$ cat src/rtl/comm_hub_axis.sv
// -----------------------------------------------------------------------------
// comm_hub_axis
//   Hub between the processor AXI-Stream link and the local PUF datapath bus.
//   Inbound frames of BEATS words are shifted into a BUF_W = AXI_W*BEATS bit
//   buffer, and outbound frames are shifted out of it. Local engines reach the
//   same buffer through a narrow (AXI_W) shift port and a wide (WIDE_W)
//   MSB-aligned parallel port.
//
//   Optional feature macro: COMM_HUB_PROTO_CHK_EN
//     defined   -> adds the sticky proto_err output (inbound protocol checker)
//     undefined -> port and checker logic are absent
//
// Ports
//   clk, reset            clock; synchronous active-high reset
//   op_mode               00 AXI_REC, 01 AXI_SEN, 10 LOC_RD, 11 LOC_WR
//   data_in_T*            inbound AXI-Stream slave (TREADY registered)
//   data_out_T*           outbound AXI-Stream master (TVALID/TLAST registered)
//   read_en / read_data   narrow read: top word, shift left with zero fill
//   read2_data            wide view of the top WIDE_W buffer bits
//   write_en/write_data   narrow write: shift left, new word into LSB word
//   write2_en/write2_data wide write: top WIDE_W bits loaded, rest zeroed
//   data_received         sticky: inbound frame complete
//   data_sent             sticky: outbound frame complete
//   proto_err             (optional) sticky inbound protocol violation
// -----------------------------------------------------------------------------
module comm_hub_axis #(
  parameter int AXI_W       = 128,
  parameter int BEATS       = 4,
  parameter int WIDE_W      = 450,
  parameter int BACKOFF_CYC = 63
) (
  input  logic                 clk,
  input  logic                 reset,
`ifdef COMM_HUB_PROTO_CHK_EN
  output logic                 proto_err,
`endif
  input  logic [1:0]           op_mode,
  input  logic [AXI_W-1:0]     data_in_TDATA,
  input  logic                 data_in_TVALID,
  output logic                 data_in_TREADY,
  input  logic                 data_in_TLAST,
  output logic [AXI_W-1:0]     data_out_TDATA,
  output logic                 data_out_TVALID,
  input  logic                 data_out_TREADY,
  output logic                 data_out_TLAST,
  input  logic                 read_en,
  output logic [AXI_W-1:0]     read_data,
  output logic [WIDE_W-1:0]    read2_data,
  input  logic                 write_en,
  input  logic [AXI_W-1:0]     write_data,
  input  logic                 write2_en,
  input  logic [WIDE_W-1:0]    write2_data,
  output logic                 data_received,
  output logic                 data_sent
);

  localparam int BUF_W = AXI_W * BEATS;
  localparam int CNT_W = $clog2(BEATS + 1);
  localparam int BO_W  = (BACKOFF_CYC > 0) ? $clog2(BACKOFF_CYC + 1) : 1;

  localparam logic [CNT_W-1:0] BEATS_C   = CNT_W'(BEATS);
  localparam logic [CNT_W-1:0] LAST_C    = CNT_W'(BEATS - 1);
  localparam logic [BO_W-1:0]  BACKOFF_C = BO_W'(BACKOFF_CYC);

  localparam logic [1:0] MODE_REC = 2'b00;
  localparam logic [1:0] MODE_SEN = 2'b01;
  localparam logic [1:0] MODE_RD  = 2'b10;
  localparam logic [1:0] MODE_WR  = 2'b11;

  logic [BUF_W-1:0] buf_q,      buf_d;
  logic [CNT_W-1:0] beat_cnt_q, beat_cnt_d;
  logic [BO_W-1:0]  backoff_q,  backoff_d;
  logic [1:0]       mode_q;
  logic             tready_q,   tready_d;
  logic             tvalid_q,   tvalid_d;
  logic             tlast_q,    tlast_d;
  logic             rx_done_q,  rx_done_d;
  logic             tx_done_q,  tx_done_d;

  logic mode_chg;
  logic axi_en;

  // A mode change is a one-cycle abort of whatever transfer was in flight.
  assign mode_chg = (op_mode != mode_q);
  assign axi_en   = (backoff_q == '0);

`ifdef COMM_HUB_PROTO_CHK_EN
  logic proto_err_q, proto_err_d;
  assign proto_err = proto_err_q;
`else
  // Protocol checker not built in this configuration.
`endif

  // NOTE: every signal written here gets a default first, so no path through
  // the case/if tree can leave one unassigned and infer a latch.
  always_comb begin
    buf_d      = buf_q;
    beat_cnt_d = beat_cnt_q;
    rx_done_d  = rx_done_q;
    tx_done_d  = tx_done_q;
    tready_d   = 1'b0;
    tvalid_d   = 1'b0;
    tlast_d    = 1'b0;
    backoff_d  = axi_en ? backoff_q : backoff_q - BO_W'(1);
`ifdef COMM_HUB_PROTO_CHK_EN
    proto_err_d = proto_err_q;
`endif

    if (mode_chg) begin
      // Buffer is kept; only transfer state is dropped.
      beat_cnt_d = '0;
      rx_done_d  = 1'b0;
      tx_done_d  = 1'b0;
`ifdef COMM_HUB_PROTO_CHK_EN
      proto_err_d = 1'b0;
`endif
    end else begin
      unique case (op_mode)
        MODE_REC: begin
          // tready_q is only ever raised in a stable REC cycle, so it alone
          // qualifies the handshake.
          if (tready_q && data_in_TVALID) begin
            buf_d      = (buf_q << AXI_W) | BUF_W'(data_in_TDATA);
            beat_cnt_d = beat_cnt_q + CNT_W'(1);
            if (data_in_TLAST || beat_cnt_d == BEATS_C) rx_done_d = 1'b1;
`ifdef COMM_HUB_PROTO_CHK_EN
            if (data_in_TLAST && beat_cnt_d < BEATS_C) proto_err_d = 1'b1;
`endif
          end
`ifdef COMM_HUB_PROTO_CHK_EN
          if (rx_done_q && data_in_TVALID) proto_err_d = 1'b1;
`endif
          // Look at next-state count/flag so TREADY drops right after the
          // final beat and a surplus beat can never be accepted.
          tready_d = axi_en && (beat_cnt_d < BEATS_C) && !rx_done_d;
        end

        MODE_SEN: begin
          if (tvalid_q) begin
            if (data_out_TREADY) begin
              buf_d      = buf_q << AXI_W;
              beat_cnt_d = beat_cnt_q + CNT_W'(1);
              if (beat_cnt_q == LAST_C) begin
                tx_done_d = 1'b1;
                backoff_d = BACKOFF_C;
              end else begin
                tvalid_d = 1'b1;
              end
            end else begin
              // Stalled beat: TVALID must never retract while waiting.
              tvalid_d = 1'b1;
            end
          end else begin
            tvalid_d = axi_en && !tx_done_q && (beat_cnt_q < BEATS_C);
          end
          tlast_d = tvalid_d && (beat_cnt_d == LAST_C);
        end

        MODE_RD: begin
          if (read_en) buf_d = buf_q << AXI_W;
        end

        MODE_WR: begin
          // Narrow write wins when both strobes are high.
          if (write_en) begin
            buf_d = (buf_q << AXI_W) | BUF_W'(write_data);
          end else if (write2_en) begin
            buf_d = BUF_W'(write2_data) << (BUF_W - WIDE_W);
          end
        end

        default: ;
      endcase
    end
  end

  // NOTE: state is updated with non-blocking assignments only, so every flop
  // samples the values computed in the previous cycle regardless of order.
  always_ff @(posedge clk) begin
    if (reset) begin
      buf_q      <= '0;
      beat_cnt_q <= '0;
      backoff_q  <= BACKOFF_C;
      // Track the mode through reset so leaving reset is not seen as a change.
      mode_q     <= op_mode;
      tready_q   <= 1'b0;
      tvalid_q   <= 1'b0;
      tlast_q    <= 1'b0;
      rx_done_q  <= 1'b0;
      tx_done_q  <= 1'b0;
`ifdef COMM_HUB_PROTO_CHK_EN
      proto_err_q <= 1'b0;
`endif
    end else begin
      buf_q      <= buf_d;
      beat_cnt_q <= beat_cnt_d;
      backoff_q  <= backoff_d;
      mode_q     <= op_mode;
      tready_q   <= tready_d;
      tvalid_q   <= tvalid_d;
      tlast_q    <= tlast_d;
      rx_done_q  <= rx_done_d;
      tx_done_q  <= tx_done_d;
`ifdef COMM_HUB_PROTO_CHK_EN
      proto_err_q <= proto_err_d;
`endif
    end
  end

  assign data_in_TREADY  = tready_q;
  assign data_out_TVALID = tvalid_q;
  assign data_out_TLAST  = tlast_q;
  assign data_out_TDATA  = buf_q[BUF_W-1 -: AXI_W];
  assign read_data       = buf_q[BUF_W-1 -: AXI_W];
  assign read2_data      = buf_q[BUF_W-1 -: WIDE_W];
  assign data_received   = rx_done_q;
  assign data_sent       = tx_done_q;

endmodule

$ cat config.mk
export PLATFORM = sky130hd
export DESIGN_NAME = comm_hub_axis
export DESIGN_NICKNAME = d
export VERILOG_FILES = /design/src/rtl/comm_hub_axis.sv
export SDC_FILE = /design/constraint.sdc
export NUM_CORES = 1
export LEC_CHECK = 0
export BUFFER_PORTS_ARGS = -buffer_cell sky130_fd_sc_hd__buf_2
export CAP_MARGIN = 20
export CORE_AREA = 4 4 557 559
export CTS_CLUSTER_DIAMETER = 40
export DETAILED_ROUTE_END_ITERATION = 7
export DIE_AREA = 0 0 561 563
export SLEW_MARGIN = 25
export SYNTH_ARGS = -nofsm -noshare
export SYNTH_HDL_FRONTEND = slang
export SYNTH_SLANG_ARGS = --single-unit
$ cat constraint.sdc
create_clock -name clk -period 1.9 [get_ports clk]
set_clock_uncertainty 0.1 [all_clocks]
set_input_delay 0.19 -clock clk [delete_from_list [all_inputs] [get_ports clk]]
set_output_delay 0.19 -clock clk [all_outputs]
set_load 0.02 [all_outputs]
# Yosys cells after proc, flatten, opt, wreduce, memory -nomap -nowiden
# Cells that the tools add are included.
[op_classes]
n_eq_ne = 12
bitwise_logic = 5
magnitude_cmp = 2
n_addsub = 2
n_mux = 30
reduce_logical = 17
[op_table]
columns = ["operator", "count"]
rows = [
  ["$mux W512", 6],
  ["$pmux W512 S4", 1],
  ["$or A512 B128 Y512", 2],
  ["$mux W6", 6],
  ["$mux W3", 7],
  ["$mux W1", 9],
  ["$ne A2 B2 Y1 const B", 4],
  ["$eq A3 B2 Y1 const B", 2],
  ["$logic_and A1 B1 Y1", 6],
  ["$logic_not A6 Y1", 1],
  ["$lt A3 B3 Y1 const B", 2],
  ["$pmux W3 S2", 1],
  ["$reduce_and A6 Y1", 1],
  ["$reduce_or A3 Y1", 2],
  ["$sub A6 B1 Y6 const B", 1],
  ["$eq A2 B2 Y1 const B", 2],
  ["$reduce_and A4 Y1", 1],
  ["$add A3 B1 Y3 const B", 1],
  ["$eq A3 B3 Y1 const B", 1],
  ["$ne A3 B3 Y1 const B", 1],
  ["$not A1 Y1", 3],
  ["$eq A2 B1 Y1 const B", 1],
  ["$logic_not A1 Y1", 2],
  ["$logic_not A2 Y1", 1],
  ["other kinds (4)", 4],
]
[totals]
reg_bits = 528
elab_cells = 77

# Depth between registers and ports, before layout
# Gate-level depths: netlist of run 1.
[depth]
depth_word = 9
ltp_mapped = 10
ltp_nobuf = 6

# Least setup slack after synthesis of run 1
# OpenSTA, ideal clock, no wires.
[synth_path]
path_type = "register to register"
start = "register tvalid_q, in the netlist data_out_TVALID"
end = "register buf_q[358]"
slack_ns = -0.198
setup_ns = 0.086
path_buffers = 2
arrival_ns = 1.913
stages_incl_launch_ff = 7
synth_period_minus_slack_ns = 2.098
t_required_ns = 1.714
cell_sequence = "dfxtp_1 -> a21boi_1 -> a2111oi_4 -> buf_2 -> buf_1 -> a21oi_1 -> a211oi_1"
[synth_via]
elab_chain_cells = 2
[synth_rtl]
columns = ["item", "line", "rtl"]
rows = [
  ["start, declared", "75", "logic tvalid_q, tvalid_d;"],
  ["start signal, assigned", "200", "tvalid_q <= tvalid_d;"],
  ["$ne A2 B2 Y1 (no source line)", "--", ""],
  ["$reduce_and A6 Y1 (no source line)", "--", ""],
  ["end signal, assigned", "195", "buf_q <= buf_d;"],
  ["end, declared", "70", "logic [BUF_W-1:0] buf_q, buf_d;"],
]
# No other way between the ends.
# A chain may end at the register's enable or synchronous reset.

# Final worst setup path of run 1
[layout_path]
start = "input op_mode[0]"
end = "register buf_q[356]"
[layout_via]
elab_chain_cells = 3
[layout_rtl]
columns = ["item", "line", "rtl"]
rows = [
  ["start, declared", "37", "input logic [1:0] op_mode,"],
  ["$eq A2 B2 Y1, or another cell as far along", "118", "unique case (op_mode)"],
  ["$ne A3 B3 Y1 (no source line), or another cell as far along", "--", ""],
  ["$reduce_and A6 Y1 (no source line)", "--", ""],
]
# Several ways; a longest one is shown, not always the timed one.

==> impl_metrics.py, run 1 <==
metrics = {
    "outcome": {
        "status": "finished, violations left",
        "violations": "setup timing",
    },
    "placed_design": {
        "place_hpwl_um": 242000,
        "dp_cells": 8193,
        "gp_congestion": 1.01,
        "portBuffers": 1426,
    },
    "grt": {
        "use_met1": 0.214,
        "grt_remaining_overflow": 0,
        "grt_use_total": 0.169,
        "antenna_found_initial": 223,
        "met2_usage": 0.236,
        "grt_max_degree": 78,
        "grt_pass1_vias": 33300,
        "grt_use_met3": 0.0844,
        "grt_busiest_layer": "met2",
        "grt_first_pass_wirelength_um": 354000,
    },
    "worst_setup_path": {
        "end_kind": "register",
        "rrSetupSlack_ns": -0.29,
        "path_class": "in2reg",
        "cpMostUsedCell": "buf_12",
        "worstReg2RegEnd": "buf_q[356]",
        "reg2reg_depth": 7,
        "cpPeakStageDelay_ns": 0.59,
        "required_ns": 2.49,
        "worst_path_max_delay_cell": "dlygate4sd3_1",
        "arrival_ns": 2.82,
        "startpoint_type": "input pin",
        "startpoint": "op_mode[0]",
        "critPathMaxFanout": 18,
        "cp_cell_sequence": "buf_2, dlygate4sd3_1, ha_2, a21boi_2, a2111oi_4, buf_12, buf_12, buf_4, a21oi_1, a211oi_1",
        "reg2reg_from": "data_in_TREADY",
    },
    "floorplanning": {
        "num_rows": 203,
        "dieArea_um2": 316000,
        "die_y_um": 563,
        "die_w_um": 561,
        "num_io_pins": 1427,
        "start_util": 0.0949,
        "core_area_um2": 305000,
    },
    "worst_hold_path": {
        "hold_class": "in2reg",
        "min_from": "write2_data[60]",
        "min_path_cells": 7,
        "hold_end": "buf_q[122]",
    },
    "pwr": {
        "power_mw": 45.6,
        "p_switching_mw": 16.3,
        "seqPwrFrac": 0.291,
        "pwr_density_cell_nw_per_um2": 913,
        "ir_drop_mv": 0.687,
        "pwr-share-comb": 0.267,
        "cellLeakagePower_nw": 19.9,
        "internal_power_mw": 29.3,
        "p_clk_frac": 0.443,
        "switching_share": 0.358,
    },
    "logic_synthesis": {
        "synth_cells": 3335,
        "yosysSeqAreaShare": 0.365,
        "yosysWarnings": 0,
        "synth.avg_cell_area_um2": 8.68,
        "synth_cell_type_count": 33,
        "syn-num-nets": 4059,
        "syn_area_um2": 28900,
        "ys_ff_latch": 528,
    },
    "detailed_routing": {
        "drtPass1Iterations": 8,
        "vias_per_cell": 3.98,
        "routed_wl_um": 287000,
        "antenna_left": 0,
        "via_count": 36500,
        "detail_route.wl_per_cell_um": 31.3,
        "first_iter_violations": 4622,
        "drcViolationCount": 0,
    },
    "final_layout": {
        "finish.utilization": 0.164,
        "final_cells": 9166,
        "final_common_cell": "buf_2",
        "drive_gt1_frac": 0.431,
        "synthToLayoutAreaGrowth_pct": 72.7,
        "most-common-layout-cells": "buf_2, dlygate4sd3_1, a21oi_1",
        "final_nets": 5600,
    },
    "cts": {
        "cts_sinks": 528,
        "clk_latency_ns": 0.82,
        "cts_buffers": 106,
        "cts_max_level": 3,
        "cts.path.max_buffers": 4,
        "cts_tree": "yes",
        "cts-root-buf": "clkbuf_16",
        "clkTransAtPathRegs_ns": 0.06,
    },
    "run": {
        "max-cap-violations": 0,
    },
    "sta": {
        "finalSetupViolCount": 645,
        "min_period_ns": 2.22,
        "finalMaxSlewViolations": 0,
        "fmax_mhz": 450,
        "relSlewSlack": 0.545,
        "final-hold-violation-count": 0,
        "rsz0062_at_grt": "true",
        "fin_crit_sh": 1.17,
        "tightestPinTransition_ns": 0.683,
        "fin_tns_setup_ns": -114.76,
        "setup_ws_ns": -0.321,
    },
}
==> layout make-up <==
class                      count  area (um2)
timing repair buffer        2488       18200
sequential                   528       10600
tap                         4100        5130
clock inverter                76        1030
antenna                      107         268
fill                       34100      255000
clock buffer                 115        2750
inverter                       8        30.0
multi-input combinational   1744       12000
==> routing by layer <==
metal | wire length [um] | vias to the layer above
met4 | 17800 | 132
li1 | - | 15000
met1 | 117000 | 17500
met2 | 112000 | 2957
met3 | 39100 | 878
met5 | 876 | -
==> cell usage after synthesis <==
cell type | instances | share of area
a41oi_1 | 1 | 0.00030
nand3_1 | 5 | 0.00086
buf_2 | 52 | 0.0090
nand2_1 | 7 | 0.00091
nor3_1 | 3 | 0.00052
buf_4 | 750 | 0.19
nor3b_1 | 2 | 0.00052
o21ai_0 | 8 | 0.0014
nor4b_1 | 1 | 0.00030
nand2b_1 | 1 | 0.00022
mux2i_1 | 67 | 0.023
nor2b_1 | 1 | 0.00022
buf_1 | 20 | 0.0026
a2111oi_4 | 1 | 0.00095
a211oi_1 | 514 | 0.13
a21boi_1 | 1 | 0.00026
xnor2_1 | 7 | 0.0021
nand4_1 | 1 | 0.00022
a22oi_1 | 445 | 0.12
nor2_1 | 81 | 0.011
xor2_1 | 1 | 0.00030
a21oi_1 | 580 | 0.10
nand3b_1 | 1 | 0.00026
o21a_1 | 1 | 0.00026
inv_1 | 8 | 0.0010
a211o_1 | 1 | 0.00030
ha_1 | 8 | 0.0035
o31ai_1 | 1 | 0.00026
clkbuf_1 | 233 | 0.030
and3_1 | 1 | 0.00022
a31oi_1 | 1 | 0.00022
and2_1 | 3 | 0.00065
dfxtp_1 | 528 | 0.37
==> power by group through the flow <==
stage                     combinational (mW)  clock (mW)  sequential (mW)
after global placement                  10.1           0             13.4
final                                   12.2        20.2             13.3
after global routing                    12.8        21.0             13.3
after detailed placement                10.1           0             13.4
after floorplan                         6.28           0             12.7
after CTS                               11.7        20.6             13.2
==> state kept, by name (all words and copies together), names as in the netlist, 2 cells and up <==
signal and count:
buf_q 512, backoff_q 6, beat_cnt_q 3, mode_q 2
==> worst max-delay path, delay by kind of cell <==
kind / cells / cell delay (ns)
adders and majority gates: 1 / 0.20
buffers and inverters: 5 / 1.31
AOI/OAI and AO/OA: 4 / 1.02
==> how the worst max path moves through the flow <==
stage | end | depth (start not counted)
after floorplan | buf_q[410] | 8
after global placement | buf_q[178] | 10
after detailed placement | buf_q[427] | 10
after CTS | buf_q[455] | 7
after global routing | buf_q[356] | 7
final | buf_q[356] | 10
==> timing repair <==
action | in CTS | in global routing
gates resized for setup | 130 | 89
hold buffers | 648 | 0
buffers inserted | 6 | 5
gates cloned | 6 | 10
endpoints found under the setup margin | 842 | 775
hold endpoints to repair | 528 | 0
pin swaps | 4 | 14
==> kinds of logic after synthesis <==
family	synth area share
flip-flops	0.365
buffers and inverters	0.237
XOR/XNOR	0.00242
multiplexers	0.0232
AO/OA/AOI/OAI	0.353
AND/OR/NAND/NOR	0.0154
adder cells (fa/ha/maj)	0.00346
==> metrics by stage <==
step           worst slack [ns]  cell area [um2]  hold WS, ns
2_1_floorplan           -0.0589            29100        0.118
3_3_place_gp             -0.574            38100        0.356
3_5_place_dp             -0.573            38100        0.357
4_1_cts                  -0.298            49000      0.00815
5_1_grt                  -0.498            49800       0.0824
6_report                 -0.321            50000       0.0973
No activity file was read; power rests on OpenSTA's default activity.
==> inputs of run 2 (changes only) <==
--- a/config.mk
+++ b/config.mk
@@ -9,6 +9,7 @@
 export CAP_MARGIN = 20
 export CORE_AREA = 4 4 557 559
 export CTS_CLUSTER_DIAMETER = 40
+export CTS_CLUSTER_SIZE = 24
 export DETAILED_ROUTE_END_ITERATION = 7
 export DIE_AREA = 0 0 561 563
 export SLEW_MARGIN = 25
==> constraint.sdc (replaced) <==
create_clock -name clk -period 1.9 [get_ports clk]
set_clock_uncertainty 0.1 [all_clocks]
set_input_delay 0.19 -clock clk [delete_from_list [all_inputs] [get_ports clk]]
set_output_delay 0.19 -clock clk [all_outputs]
set_load 0.05 [all_outputs]
==> run 2 against run 1 <==
The flow finishes with violations (antenna rules, setup timing). Design area increased by 3.4%. Combinational power increased by 28%. Hold slack got worse by 0.0068 ns. Total power increased by 4.0%. Global-route usage increased by 0.35 points. Utilization increased by 0.56 points. Sequential share of layout area decreased by 0.67 points. Cell count increased by 0.21%. Via count increased by 1.4%. Clock power decreased by 8%. Die area unchanged.
==> impl_metrics.py, run 2 (same netlist as run 1, synthesis figures left out) <==
metrics = {
    "sta": {
        "min_period_ns": 2.21,
        "tightestPinTransition_ns": 0.809,
        "setup_ws_ns": -0.306,
        "finalMaxSlewViolations": 0,
        "final-hold-violation-count": 0,
        "fmax_mhz": 453,
        "rsz0062_at_grt": "true",
        "fin_crit_sh": 1.16,
        "hold_slack_ns": 0.0905,
        "finalSetupViolCount": 782,
        "relSlewSlack": 0.461,
    },
    "detailed_routing": {
        "routed_wl_um": 298000,
        "first_iter_violations": 4115,
        "via_count": 37000,
        "drtPass1Iterations": 8,
        "drcViolationCount": 0,
        "detail_route.wl_per_cell_um": 32.4,
        "vias_per_cell": 4.03,
        "antenna_left": 1,
    },
    "final_layout": {
        "final_cells": 9185,
        "drive_gt1_frac": 0.457,
        "fill_cells": 33900,
        "largest_register_ffs": 512,
        "seq_area_um2": 10700,
        "most-common-layout-cells": "buf_2, dlygate4sd3_1, a21oi_1",
        "final_nets": 5611,
        "final_common_cell": "buf_2",
        "top_regs": "buf_q (512), backoff_q (6), beat_cnt_q (3)",
        "synthToLayoutAreaGrowth_pct": 78.7,
        "multi_input_area_um2": 12700,
        "largest-register": "buf_q",
    },
    "grt": {
        "grt_remaining_overflow": 0,
        "grt_first_pass_wirelength_um": 361000,
        "grt_max_degree": 75,
        "grt_pass1_vias": 34100,
        "grt_use_total": 0.173,
        "antenna_found_initial": 247,
    },
    "cts": {
        "cts_tree": "yes",
        "clkTransAtPathRegs_ns": 0.05,
        "cts_sinks": 528,
        "cts.path.max_buffers": 4,
        "cts_buffers": 103,
        "cts_max_level": 3,
        "cts-root-buf": "clkbuf_16",
        "clk_latency_ns": 0.81,
    },
    "worst_setup_path": {
        "required_ns": 2.43,
        "crit_family": "buffers and inverters",
        "startpoint_type": "register",
        "arrival_ns": 2.74,
        "critPathMaxFanout": 8,
        "end_kind": "register",
        "path_buf_inv": 5,
        "worst_path_max_delay_cell": "a2111oi_4",
        "cpMostUsedCell": "clkbuf_16",
        "path_class": "reg2reg",
        "cp_cell_sequence": "a21boi_4, a2111oi_4, clkbuf_16, and2_4, buf_6, buf_16, buf_12, clkbuf_16, a211oi_1",
        "cpPeakStageDelay_ns": 0.40,
    },
    "outcome": {
        "status": "finished, violations left",
        "violations": "antenna rules, setup timing",
    },
    "floorplanning": {
        "dieArea_um2": 316000,
        "num_io_pins": 1427,
        "start_util": 0.0949,
        "num_rows": 203,
        "die_w_um": 561,
        "die_y_um": 563,
        "core_area_um2": 305000,
    },
    "pwr": {
        "pwr_density_cell_nw_per_um2": 918,
        "cellLeakagePower_nw": 20.4,
        "ir_drop_mv": 0.613,
    },
    "placed_design": {
        "place_hpwl_um": 244000,
        "portBuffers": 1426,
        "dp_cells": 8125,
        "gp_congestion": 0.985,
    },
    "worst_hold_path": {
        "hold_class": "in2reg",
    },
    "run": {
        "max-cap-violations": 0,
    },
}
[run 2: changes by cell type in the layout (fill, tap and decap cells not counted), moves of 10 or more]
cell,change
a211oi_2,+106
a211oi_1,-105
buf_4,-55
a21oi_1,-37
a21oi_2,+28
buf_12,+28
buf_2,-26
clkbuf_16,+23
clkbuf_1,+14
buf_8,+13
diode_2,+11
buf_6,+10
[run 2: worst min-delay path: stages]
cell and delay (ns):
buf_2 0.08, mux2i_1 0.10, buf_4 0.17, nor2_1 0.10
a21oi_1 0.05, a211oi_1 0.21
[run 2: metal layers]
metal / part of all wire / vias to the layer above / global-route usage / wire (um)
met5: 0.0030 / - / 0 / 885
met3: 0.13 / 875 / 0.0797 / 38400
met2: 0.40 / 3052 / 0.247 / 119000
met1: 0.41 / 17900 / 0.219 / 122000
li1: - / 15100 / - / -
met4: 0.059 / 138 / 0.0790 / 17600
[run 2: worst paths after layout]
| kind | startpoint | end | slack, ns | cells after the start |
|---|---|---|---|---|
| min | write2_data[33] | buf_q[95] | 0.09 | 6 |
| max | data_out_TVALID | buf_q[478] | -0.31 | 9 |
| max reg2reg | data_out_TVALID | buf_q[478] | -0.31 | 9 |
| min reg2reg | buf_q[51] | buf_q[51] | 0.42 | 2 |
[run 2: what timing repair did]
item / 4_1_cts / 5_1_grt
hold buffers: 658 / 1
resized for setup: 241 / 249
endpoints found under the hold margin: 528 / 1
gates cloned: 21 / 40
buffers inserted: 36 / 18
endpoints found under the setup margin: 991 / 947
pin swaps: 83 / 36
[run 2: final cells by class]
| cell class | count | share of cell area |
|---|---|---|
| clock inverter | 51 | 0.0114 |
| timing repair buffer | 2502 | 0.376 |
| sequential | 528 | 0.206 |
| clock buffer | 134 | 0.0550 |
| multi-input combinational | 1744 | 0.246 |
| antenna | 118 | 0.00571 |
| inverter | 8 | 0.000581 |
| tap | 4100 | 0.0992 |
[run 2: through the flow]
| stage | setup WS, ns | setup TNS [ns] | instance area (um2) | utilization | total power [mW] |
|---|---|---|---|---|---|
| after floorplan | -0.0593 | -23.49 | 29100 | - | 21.6 |
| after global placement | -0.588 | -265.67 | 37600 | 0.123 | 25.9 |
| after detailed placement | -0.635 | -283.77 | 37600 | 0.123 | 26.0 |
| after CTS | -0.363 | -190.92 | 49500 | 0.162 | 46.7 |
| after global routing | -0.392 | -210.36 | 51500 | 0.169 | 48.9 |
| final | -0.306 | -133.57 | 51700 | 0.170 | 47.5 |
[run 2: power by group]
part	switching [mW]	total, mW	internal, mW
registers	1.39	13.3	12.0
logic	10.5	15.6	5.14
clock network	6.85	18.5	11.7
total	18.7	47.5	28.8
